[src/rtl/uart_pkg.sv]
// Shared UART types and line-level constants for the transmit path.
package uart_pkg;

  typedef enum logic [2:0] {
    IDLE,
    START,
    DATA,
    PARITY,
    STOP
  } tx_state_t;

  localparam logic UART_IDLE_LEVEL        = 1'b1;
  localparam logic UART_START_LEVEL       = 1'b0;
  localparam int   UART_DEFAULT_DATA_BITS = 8;

endpackage

[src/rtl/uart_tx_ctrl.sv]
// UART frame sequencer: start, DATA_BITS data bits LSB first, optional even
// parity (UART_TX_PARITY_EN), STOP_BITS stop bits; paced by an external baud tick.
module uart_tx_ctrl
  import uart_pkg::*;
#(
  parameter int DATA_BITS = UART_DEFAULT_DATA_BITS,
  parameter int STOP_BITS = 1
) (
  input  logic                 clk,
  input  logic                 rst_n,
  input  logic                 tick,
  output logic                 baud_clr,
  input  logic [DATA_BITS-1:0] data_in,
  input  logic                 valid,
  output logic                 ready,
  output logic                 txd,
  output logic                 busy
);

  localparam int CNT_W = $clog2(DATA_BITS);
  localparam logic [CNT_W-1:0] LAST_DATA = CNT_W'(DATA_BITS - 1);
  localparam logic [CNT_W-1:0] LAST_STOP = CNT_W'(STOP_BITS - 1);

  if (DATA_BITS < 5 || DATA_BITS > 8) begin : g_bad_data_bits
    $error("uart_tx_ctrl: DATA_BITS must be 5..8");
  end
  if (STOP_BITS < 1 || STOP_BITS > 2) begin : g_bad_stop_bits
    $error("uart_tx_ctrl: STOP_BITS must be 1 or 2");
  end

  tx_state_t            state, state_nxt;
  logic [DATA_BITS-1:0] shreg, shreg_nxt;
  logic [CNT_W-1:0]     bitcnt, bitcnt_nxt;
  logic                 txd_q, txd_nxt;
  logic                 accept;
`ifdef UART_TX_PARITY_EN
  logic                 par_q, par_nxt;
`endif

  assign accept   = (state == IDLE) && valid;
  assign baud_clr = accept;
  assign ready    = (state == IDLE);
  assign busy     = (state != IDLE) || accept;
  assign txd      = txd_q;

  always_ff @(posedge clk or negedge rst_n) begin
    if (!rst_n) begin
      state  <= IDLE;
      shreg  <= '0;
      bitcnt <= '0;
      txd_q  <= UART_IDLE_LEVEL;
    end else begin
      state  <= state_nxt;
      shreg  <= shreg_nxt;
      bitcnt <= bitcnt_nxt;
      txd_q  <= txd_nxt;
    end
  end

`ifdef UART_TX_PARITY_EN
  always_ff @(posedge clk or negedge rst_n) begin
    if (!rst_n) par_q <= 1'b0;
    else        par_q <= par_nxt;
  end
`endif

  // txd_nxt is the line level of the state being entered, so txd stays registered.
  always_comb begin
    state_nxt  = state;
    shreg_nxt  = shreg;
    bitcnt_nxt = bitcnt;
    txd_nxt    = txd_q;
`ifdef UART_TX_PARITY_EN
    par_nxt    = par_q;
`endif
    case (state)
      IDLE: begin
        txd_nxt = UART_IDLE_LEVEL;
        if (valid) begin
          shreg_nxt  = data_in;
          bitcnt_nxt = '0;
          state_nxt  = START;
          txd_nxt    = UART_START_LEVEL;
`ifdef UART_TX_PARITY_EN
          par_nxt    = ^data_in;
`endif
        end
      end
      START: begin
        if (tick) begin
          state_nxt = DATA;
          txd_nxt   = shreg[0];
        end
      end
      DATA: begin
        if (tick) begin
          shreg_nxt = shreg >> 1;
          if (bitcnt == LAST_DATA) begin
            bitcnt_nxt = '0;
`ifdef UART_TX_PARITY_EN
            state_nxt  = PARITY;
            txd_nxt    = par_q;
`else
            state_nxt  = STOP;
            txd_nxt    = UART_IDLE_LEVEL;
`endif
          end else begin
            bitcnt_nxt = bitcnt + CNT_W'(1);
            txd_nxt    = shreg[1];
          end
        end
      end
`ifdef UART_TX_PARITY_EN
      PARITY: begin
        if (tick) begin
          state_nxt = STOP;
          txd_nxt   = UART_IDLE_LEVEL;
        end
      end
`endif
      STOP: begin
        txd_nxt = UART_IDLE_LEVEL;
        if (tick) begin
          if (bitcnt == LAST_STOP) begin
            bitcnt_nxt = '0;
            state_nxt  = IDLE;
          end else begin
            bitcnt_nxt = bitcnt + CNT_W'(1);
          end
        end
      end
      default: begin
        state_nxt = IDLE;
        txd_nxt   = UART_IDLE_LEVEL;
      end
    endcase
  end

endmodule
[config.mk]
export PLATFORM = sky130hd
export DESIGN_NAME = uart_tx_ctrl
export DESIGN_NICKNAME = d
export VERILOG_FILES = /design/src/rtl/uart_pkg.sv /design/src/rtl/uart_tx_ctrl.sv
export SDC_FILE = /design/constraint.sdc
export NUM_CORES = 1
export LEC_CHECK = 0
export ABC_AREA = 1
export CORE_UTILIZATION = 50
export CTS_CLUSTER_DIAMETER = 120
export CTS_CLUSTER_SIZE = 30
export DETAILED_ROUTE_END_ITERATION = 7
export PLACE_DENSITY = 0.86
export RECOVER_POWER = 25
export SLEW_MARGIN = 20
export SYNTH_ARGS = -nofsm -noshare
export SYNTH_HDL_FRONTEND = slang
export SYNTH_SLANG_ARGS = --single-unit
[constraint.sdc]
create_clock -name clk -period 1.4 [get_ports clk]
set_input_delay 0.35 -clock clk [delete_from_list [all_inputs] [get_ports clk]]
set_output_delay 0.35 -clock clk [all_outputs]
set_load 0.005 [all_outputs]
Yosys cells after proc, flatten, opt, wreduce, memory -nomap -nowiden
Index checks and enable logic that the tools add are counted.
Storage, ports and cells
  bits in registers: 15
  input port bits: 12
  output and inout bits: 4
  word-level logic and storage cells: 47
Cells by class
  add/subtract/negate cells: 1
  equal/unequal tests: 10
  muxes and demuxes: 21
  reductions and logical operators: 11
Operators by type and width (count)
  $mux W3: 11
  $mux W8: 2
  $pmux W8 S2: 1
  $ne A2 B2 Y1 const B: 6
  $pmux W3 S4: 1
  $pmux W3 S3: 1
  $eq A3 B3 Y1 const B: 2
  $logic_not A3 Y1: 2
  $reduce_and A6 Y1: 1
  $reduce_bool A3 Y1: 2
  $mux W1: 4
  $reduce_and A4 Y1: 1
  $add A3 B1 Y3 const B: 1
  $eq A3 B1 Y1 const B: 1
  $eq A3 B2 Y1 const B: 1
  $pmux W1 S3: 1
  $reduce_and A3 Y1: 1
  $reduce_and A2 Y1: 1
  $reduce_bool A2 Y1: 1
  $logic_and A1 B1 Y1: 1
  $logic_or A1 B1 Y1: 1

Logic depth before layout (Yosys ltp)
Gate-level depths: netlist (run 1).
  word-level depth: 4
  mapped depth: 9
  depth with buffers taken out: 9

Least setup slack after synthesis (run 1)
Ideal clock, no wire load.
  path kind: register to register
  start: register bitcnt[0]
  end: register state[1]
  library setup time: 116 ps
  arrival time: 1094 ps
  required time: 1284 ps
  slack: 189 ps
  cell stages (with the launch flop): 9
  buffers on the path: 0
  period minus slack after synthesis: 1211 ps
  cell sequence: dfrtp_1 -> ha_1 -> ha_1 -> inv_1 -> nand3_1 -> nand2_1 -> nor2_1 -> nand3_1 -> nand2_1
Between the ends
  longest elaborated chain between the ends: 3
  elaborated cells on any way between the ends: 5
  those cells by class: eq/ne: 3; reduce/logical: 2
Ends and longest elaborated chain
  start, declared: line uart_tx_ctrl.sv:33  | logic [CNT_W-1:0] bitcnt, bitcnt_nxt;
  start signal, assigned: line uart_tx_ctrl.sv:55  | bitcnt <= bitcnt_nxt;
  $eq A3 B3 Y1 / $logic_not A3 Y1 (equally long branches): line uart_tx_ctrl.sv:98, uart_tx_ctrl.sv:124
  $ne A2 B2 Y1 (no line)
  $reduce_and A6 Y1 (no line) *
  end signal, assigned: line uart_tx_ctrl.sv:53  | state <= state_nxt;
  end, declared: line uart_tx_ctrl.sv:31  | tx_state_t state, state_nxt;
Every way passes the cells marked *; elsewhere a longest branch is shown, timed or not.
A chain may end at the register's enable or synchronous reset.

Worst setup path in the final report (run 1)
  start: register state[0]
  end: output baud_clr
Between the ends
  longest elaborated chain between the ends: 2
Ends and longest elaborated chain
  $logic_not A3 Y1: line uart_tx_ctrl.sv:40  | assign accept = (state == IDLE) && valid;
  $logic_and A1 B1 Y1: line uart_tx_ctrl.sv:40
  end, declared: line uart_tx_ctrl.sv:12  | output logic baud_clr,
No other way between the ends.

==> impl_metrics.env, run 1 <==
export IMPL_clock_sinks=15
export IMPL_synth_cell_types=22
export IMPL_clockBufferDepth=2
export IMPL_wl_per_cell_um=13.2
export IMPL_ioPinCount=16
export IMPL_top_layer="met4"
export IMPL_power_per_cell_area_mw_per_mm2=2070
export IMPL_path_class="reg -> out"
export IMPL_hold_violations=0
export IMPL_grt_max_degree=16
export IMPL_initial_core_util_pct=55.1
export IMPL_synth_area_um2=982
export IMPL_drt_iter0_markers=26
export IMPL_p_int_mw=1.48
export IMPL_status="finished with violations"
export IMPL_seqPwrFrac_pct=26.9
export IMPL_wl_met1_um=961
export IMPL_layout_setup_ws_ns=-0.200
export IMPL_vdd_drop_max_mv=1.36
export IMPL_rows=15
export IMPL_synth_top_area_cell="dfrtp_1"
export IMPL_leakagePower_nw=0.705
export IMPL_swShare_pct=46.5
export IMPL_synth_top_area_share_pct=35.7
export IMPL_p_switching_mw=1.28
export IMPL_drc_errors=0
export IMPL_share_comb_of_total_power_pct=63.7
export IMPL_syn_inst=136
export IMPL_synth_area_leaders="dfrtp_1, nand2_1, nand3_1, ha_1, nand2_4"
export IMPL_htree_levels=1
export IMPL_io_buffer_count=15
export IMPL_antenna_found_initial=0
export IMPL_syn2layout_area_growth_pct=35.8
export IMPL_dieHeight_um=46.3
export IMPL_grt_pass1_vias=915
export IMPL_ys_warn_count=0
export IMPL_period_share_pct=114
export IMPL_fmax_mhz=625
export IMPL_root_buffer="clkbuf_4"
export IMPL_gp_congestion=0.926
export IMPL_die_area_mm2=0.00215
export IMPL_grt_overflow=0
export IMPL_max_slew_margin_rel_pct=44.8
export IMPL_fill_cells=131
export IMPL_layout_drive_gt1_share_pct=29.9
export IMPL_synth_commonest_cells="nand2_1, dfrtp_1, inv_1, nand3_1, nor2_1"
export IMPL_synth_most_common_cell="nand2_1"
export IMPL_wl_met3_um=148
export IMPL_fin_crit_ns=1.60
export IMPL_insertion_delay_ns=0.29
export IMPL_synth_edf_count=0
export IMPL_viasPerCell=5.18
export IMPL_worstPathArrival_ns=1.25
export IMPL_rsz0062_at_grt="yes"
export IMPL_antenna_cells=0
export IMPL_skew_ns=0.00261
export IMPL_dieWidth_um=46.3
export IMPL_core_area_mm2=0.00178
export IMPL_ant_nets=0
export IMPL_syn_nets=151
export IMPL_cap_viol_max_count=0
export IMPL_grt_usage_pct=25.5
export IMPL_p_total_mw=2.76
export IMPL_fin_util_pct=74.8
export IMPL_maxSlewViolCount=0
export IMPL_nets=183
export IMPL_start_kind="flop"
export IMPL_drt_total_wl_um=2540
export IMPL_required_ns=1.05
export IMPL_hold_class="reg -> reg"
export IMPL_setup_viol_count_final=3
export IMPL_cts_clk_slew_worst_paths_ns=0.09
export IMPL_avgSynthCellArea_um2=7.22
export IMPL_violations="negative setup slack"
export IMPL_critPathCaptureType="primary output"
export IMPL_cts_tree="built"
export IMPL_worst_pin_slew_ns=0.829
export IMPL_cts_buffers=3
export IMPL_grt_pass1_wl_um=3660
export IMPL_power_share_clock_pct=9.4
export IMPL_ys_async_sr_fraction_pct=100
export IMPL_routed_via_count=994
export IMPL_ys_seq_area_share_pct=38.3
export IMPL_synthFlopType="dfrtp_1"
export IMPL_cp_max_fo=2
export IMPL_wl_met2_um=1290
export IMPL_drtPass1Iterations=4
export IMPL_place_hpwl_um=1650
export IMPL_synth_seq_cells=15
==> repair_timing <==
item,CTS,global route
hold buffers,0,0
buffers inserted,3,2
pin swaps,2,10
endpoints found under the setup margin,5,17
gates resized for setup,17,20
==> power by group through the flow <==
stage,logic (mW),registers [mW],clock network [mW]
after floorplan,1.04,0.716,0
after global placement,1.47,0.734,0
after detailed placement,1.51,0.749,0
after CTS,1.61,0.742,0.256
after global routing,1.90,0.757,0.282
final,1.76,0.741,0.259
==> logic make-up after synthesis <==
group / share of synthesized area (%)
AND/OR/NAND/NOR: 40.9
buffers and inverters: 8.79
adder cells (fa/ha/maj): 3.82
flip-flops: 38.3
AO/OA/AOI/OAI: 8.15
==> layer usage <==
metal	track usage [%]	up-vias
li1	-	481
met1	25.7	447
met2	44.7	51
met3	6.27	15
met4	18.2	0
met5	0	-
==> per-stage QoR <==
step | TNS, ns | cells | instance area [um^2] | hold WS [ns] | setup slack (ns)
global route | -0.701 | 192 | 1330 | 0.495 | -0.271
detailed placement | -3.03 | 185 | 1240 | 0.459 | -0.478
global placement | -2.80 | 185 | 1240 | 0.455 | -0.472
finish | -0.382 | 192 | 1330 | 0.474 | -0.200
floorplan | 0 | 136 | 982 | 0.0544 | 0.189
CTS | -0.403 | 192 | 1280 | 0.365 | -0.209
==> worst paths after layout <==
kind,end,slack [ns],cells after the start,startpoint
worst max register to register,state[1]$_DFFE_PN0P_,0.05,9,bitcnt[0]$_DFFE_PN0P_
min in group asynchronous,state[0]$_DFFE_PN0P_,0.65,2,rst_n
worst min register to register,txd$_DFFE_PN1P_,0.47,2,txd$_DFFE_PN1P_
worst max-delay path,baud_clr,-0.20,5,state[0]$_DFFE_PN0P_
worst min-delay path,txd$_DFFE_PN1P_,0.47,2,txd$_DFFE_PN1P_
max in group asynchronous,shreg[3]$_DFFE_PN0P_,0.23,2,rst_n
==> worst max-delay path, stage by stage, from the launching register on <==
cell and delay, ns:
dfrtp_1 0.43, nor2_4 0.14, nand2_4 0.08, buf_6 0.13, nor2_4 0.07, buf_2 0.11
==> sequential cells by signal, indices dropped and copies added (netlist names) <==
name and count:
bitcnt 3, shreg 8, state 3, txd 1
==> cell type report <==
class                           instances  area, um^2  share of cell area, %
Tap cell                               25        31.3                   2.35
Inverter                               13        63.8                   4.78
Timing Repair Buffer                   30         262                   19.6
Clock buffer                            4        26.3                   1.97
Multi-Input combinational cell        105         574                   43.1
Sequential cell                        15         377                   28.2
==> cell usage in the layout (no fill, tap or decap), types with 3 or more instances in the layout <==
| master | netlist | layout |
|---|---|---|
| nor2_2 | 1 | 4 |
| buf_4 | 1 | 12 |
| o21ai_1 | 3 | 3 |
| inv_2 | 3 | 4 |
| dfrtp_1 | 14 | 14 |
| clkdlybuf4s50_1 | 0 | 10 |
| nand2_4 | 3 | 3 |
| nand2_1 | 71 | 68 |
| nand2_2 | 0 | 3 |
| inv_1 | 8 | 6 |
| nor2_4 | 2 | 4 |
| nand3_1 | 8 | 6 |
| clkbuf_4 | 0 | 3 |
| nand3_2 | 1 | 3 |
No activity file was read; power rests on OpenSTA's default activity.
==> run 2: changes to the inputs <==
--- a/config.mk
+++ b/config.mk
@@ -8,7 +8,7 @@
 export ABC_AREA = 1
 export CORE_UTILIZATION = 50
 export CTS_CLUSTER_DIAMETER = 120
-export CTS_CLUSTER_SIZE = 30
+export CTS_CLUSTER_SIZE = 16
 export DETAILED_ROUTE_END_ITERATION = 7
 export PLACE_DENSITY = 0.86
 export RECOVER_POWER = 25
==> results of run 2 <==
No change in the layout: final DEF, timing and power equal those of run 1.
==> run 3: changes to the inputs <==
--- a/config.mk
+++ b/config.mk
@@ -5,12 +5,11 @@
 export SDC_FILE = /design/constraint.sdc
 export NUM_CORES = 1
 export LEC_CHECK = 0
-export ABC_AREA = 1
 export CORE_UTILIZATION = 50
 export CTS_CLUSTER_DIAMETER = 120
 export CTS_CLUSTER_SIZE = 16
 export DETAILED_ROUTE_END_ITERATION = 7
-export PLACE_DENSITY = 0.86
+export PLACE_DENSITY = 0.87
 export RECOVER_POWER = 25
 export SLEW_MARGIN = 20
 export SYNTH_ARGS = -nofsm -noshare
==> impl_metrics.env, run 3 <==
export IMPL_status="finished with violations"
export IMPL_violations="negative setup slack"
export IMPL_place_hpwl_um=1390
export IMPL_drtPass1Iterations=4
export IMPL_grt_overflow=0
export IMPL_viasPerCell=6.15
export IMPL_worst_pin_slew_ns=0.824
export IMPL_synth_top_area_cell="dfrtp_1"
export IMPL_initial_core_util_pct=53.9
export IMPL_ant_nets=0
export IMPL_synth_top_area_share_pct=37.6
export IMPL_most_common_layout_cells="mux2_4, dfrtp_1, clkdlybuf4s50_1"
export IMPL_dieHeight_um=45.2
export IMPL_synth_area_leaders="dfrtp_1, mux2_2, ha_1, dfstp_2, nand2b_1"
export IMPL_core_area_mm2=0.00173
export IMPL_cts_buffers=3
export IMPL_layout_drive_gt1_share_pct=45.8
export IMPL_reg2reg_depth=6
export IMPL_r2r_start="state[0]$_DFFE_PN0P_"
export IMPL_grt_pass1_vias=883
export IMPL_cts_tree="built"
export IMPL_swShare_pct=37.5
export IMPL_setup_tns_ns=-2.98
export IMPL_leakagePower_nw=0.624
export IMPL_top_regs="shreg x8, bitcnt x3, state x3"
export IMPL_synth_commonest_cells="dfrtp_1, mux2_2, inv_1, nand2_1"
export IMPL_drt_iter0_markers=41
export IMPL_skew_ns=0.00406
export IMPL_synthFlopType="dfrtp_1"
export IMPL_cp_max_fo=2
export IMPL_syn2layout_area_growth_pct=50.1
export IMPL_timing_rr_end="shreg[5]$_DFFE_PN0P_"
export IMPL_synth_cell_types=34
export IMPL_p_total_mw=2.70
export IMPL_htree_levels=1
export IMPL_drt_total_wl_um=2950
export IMPL_gp_congestion=0.810
export IMPL_largest_reg_flops=8
export IMPL_clockBufferDepth=2
export IMPL_synth_seq_cells=15
export IMPL_ys_async_sr_fraction_pct=100
export IMPL_critPathCaptureType="primary output"
export IMPL_avgSynthCellArea_um2=10.7
export IMPL_crit_path_start="state[0]$_DFFE_PN0P_"
export IMPL_grt_usage_pct=31.9
export IMPL_p_switching_mw=1.01
export IMPL_rsz0062_at_grt="yes"
export IMPL_grt_pass1_wl_um=4490
export IMPL_syn_nets=102
export IMPL_synth_edf_count=0
export IMPL_worstPathArrival_ns=1.43
export IMPL_setup_viol_count_final=13
export IMPL_r2r_slack_ns=-0.30
export IMPL_die_area_mm2=0.00204
export IMPL_clock_sinks=15
export IMPL_vdd_drop_max_mv=1.06
export IMPL_insertion_delay_ns=0.29
export IMPL_syn_inst=87
export IMPL_antenna_found_initial=0
export IMPL_drc_errors=0
export IMPL_cp_endpoint="baud_clr"
export IMPL_power_share_clock_pct=9.6
export IMPL_io_buffer_count=15
export IMPL_max_slew_margin_rel_pct=45.0
export IMPL_cts_clk_slew_worst_paths_ns=0.09
export IMPL_dieWidth_um=45.2
export IMPL_nets=134
export IMPL_p_int_mw=1.69
export IMPL_routed_via_count=880
export IMPL_required_ns=1.05
export IMPL_antenna_cells=0
export IMPL_layout_setup_ws_ns=-0.375
export IMPL_share_comb_of_total_power_pct=61.9
export IMPL_cap_viol_max_count=0
export IMPL_path_class="reg -> out"
export IMPL_hold_class="reg -> reg"
export IMPL_rows=15
export IMPL_grt_max_degree=16
export IMPL_synth_area_um2=931
export IMPL_start_kind="flop"
export IMPL_ys_seq_area_share_pct=40.5
export IMPL_ioPinCount=16
export IMPL_power_per_cell_area_mw_per_mm2=1930
export IMPL_ys_warn_count=0
export IMPL_fmax_mhz=563
export IMPL_fin_crit_ns=1.78
export IMPL_seqPwrFrac_pct=28.4
export IMPL_period_share_pct=127
export IMPL_regMostFlops="shreg"
export IMPL_maxSlewViolCount=0
export IMPL_hold_violations=0
export IMPL_wl_per_cell_um=20.7
export IMPL_root_buffer="clkbuf_4"
-- run 3: cell types whose count changed after synthesis, moves of 3 or more --
cell / change
nand2_1: -66
mux2_2: +14
nand2b_1: +4
nand3_1: -4
inv_2: -3
nand2_4: -3
nor2_1: -3
nor2b_1: +3
o211ai_1: +3
o21ai_1: -3
-- run 3: metal layers --
layer	vias to the layer above	GRT usage (%)	share of wire (%)
met5	-	0	0
met4	0	12.7	4.3
met3	14	7.20	6.8
met2	46	55.1	50
met1	440	38.2	38
li1	380	-	-
-- run 3: power by group through the flow --
stage	Combinational, mW	Sequential, mW	Clock, mW
detailed placement	1.13	0.737	0
finish	1.67	0.767	0.260
global route	1.76	0.781	0.286
global placement	1.09	0.719	0
floorplan	0.746	0.720	0
CTS	1.49	0.741	0.257
-- run 3: timing repair --
| item | CTS | global route |
|---|---|---|
| hold buffers | 0 | 0 |
| pin swaps | 3 | 8 |
| endpoints found under the setup margin | 15 | 18 |
| hold endpoints to repair | 0 | 0 |
| resized for setup | 38 | 19 |
| setup buffers | 6 | 0 |
-- run 3: logic make-up (layout without fill, tap and decap cells) --
family          count (synthesis)  count (layout)  synth area share [%]
fa+ha+maj                       3               3                  4.03
compound gates                 16              16                  13.2
buf+inv                        10              41                  4.70
simple gates                   26              26                  17.6
xor+xnor                        1               1                 0.941
flops                          15              15                  40.5
mux                            16              16                  19.1
-- run 3: layout make-up --
class                           instances  area (um^2)
Tap cell                               25         31.3
Timing Repair Buffer                   31          303
Multi-Input combinational cell         62          638
Fill cell                              88          329
Inverter                                6         22.5
Sequential cell                        15          377
Clock buffer                            4         26.3
-- run 3: worst min-delay path by stage --
stage | startpoint | to | slack, ns | cells past startpoint
after floorplan | rst_n | bitcnt[0]$_DFFE_PN0P_ | 0.05 | 0
after global placement | shreg[2]$_DFFE_PN0P_ | shreg[2]$_DFFE_PN0P_ | 0.48 | 1
after detailed placement | shreg[3]$_DFFE_PN0P_ | shreg[3]$_DFFE_PN0P_ | 0.50 | 1
after CTS | rst_n | shreg[6]$_DFFE_PN0P_ | 0.37 | 2
after global routing | shreg[0]$_DFFE_PN0P_ | shreg[0]$_DFFE_PN0P_ | 0.54 | 1
final | shreg[3]$_DFFE_PN0P_ | shreg[3]$_DFFE_PN0P_ | 0.52 | 1
-- run 3: worst max-delay path, cell delays in order, from the launching register on --
cell and delay [ns]:
dfrtp_1 0.41, or4b_4 0.55, inv_2 0.08, buf_6 0.09
-- run 3: stage by stage --
step / setup slack, ns / utilization (%) / instances / hold WS (ns) / area [um^2]
after floorplan: -0.0562 / - / 87 / 0.0544 / 937
after global placement: -0.781 / 68.6 / 133 / 0.483 / 1180
after detailed placement: -0.794 / 68.6 / 133 / 0.496 / 1180
after CTS: -0.312 / 78.2 / 143 / 0.370 / 1350
after global routing: -0.414 / 80.9 / 143 / 0.542 / 1400
final: -0.375 / 80.9 / 143 / 0.523 / 1400
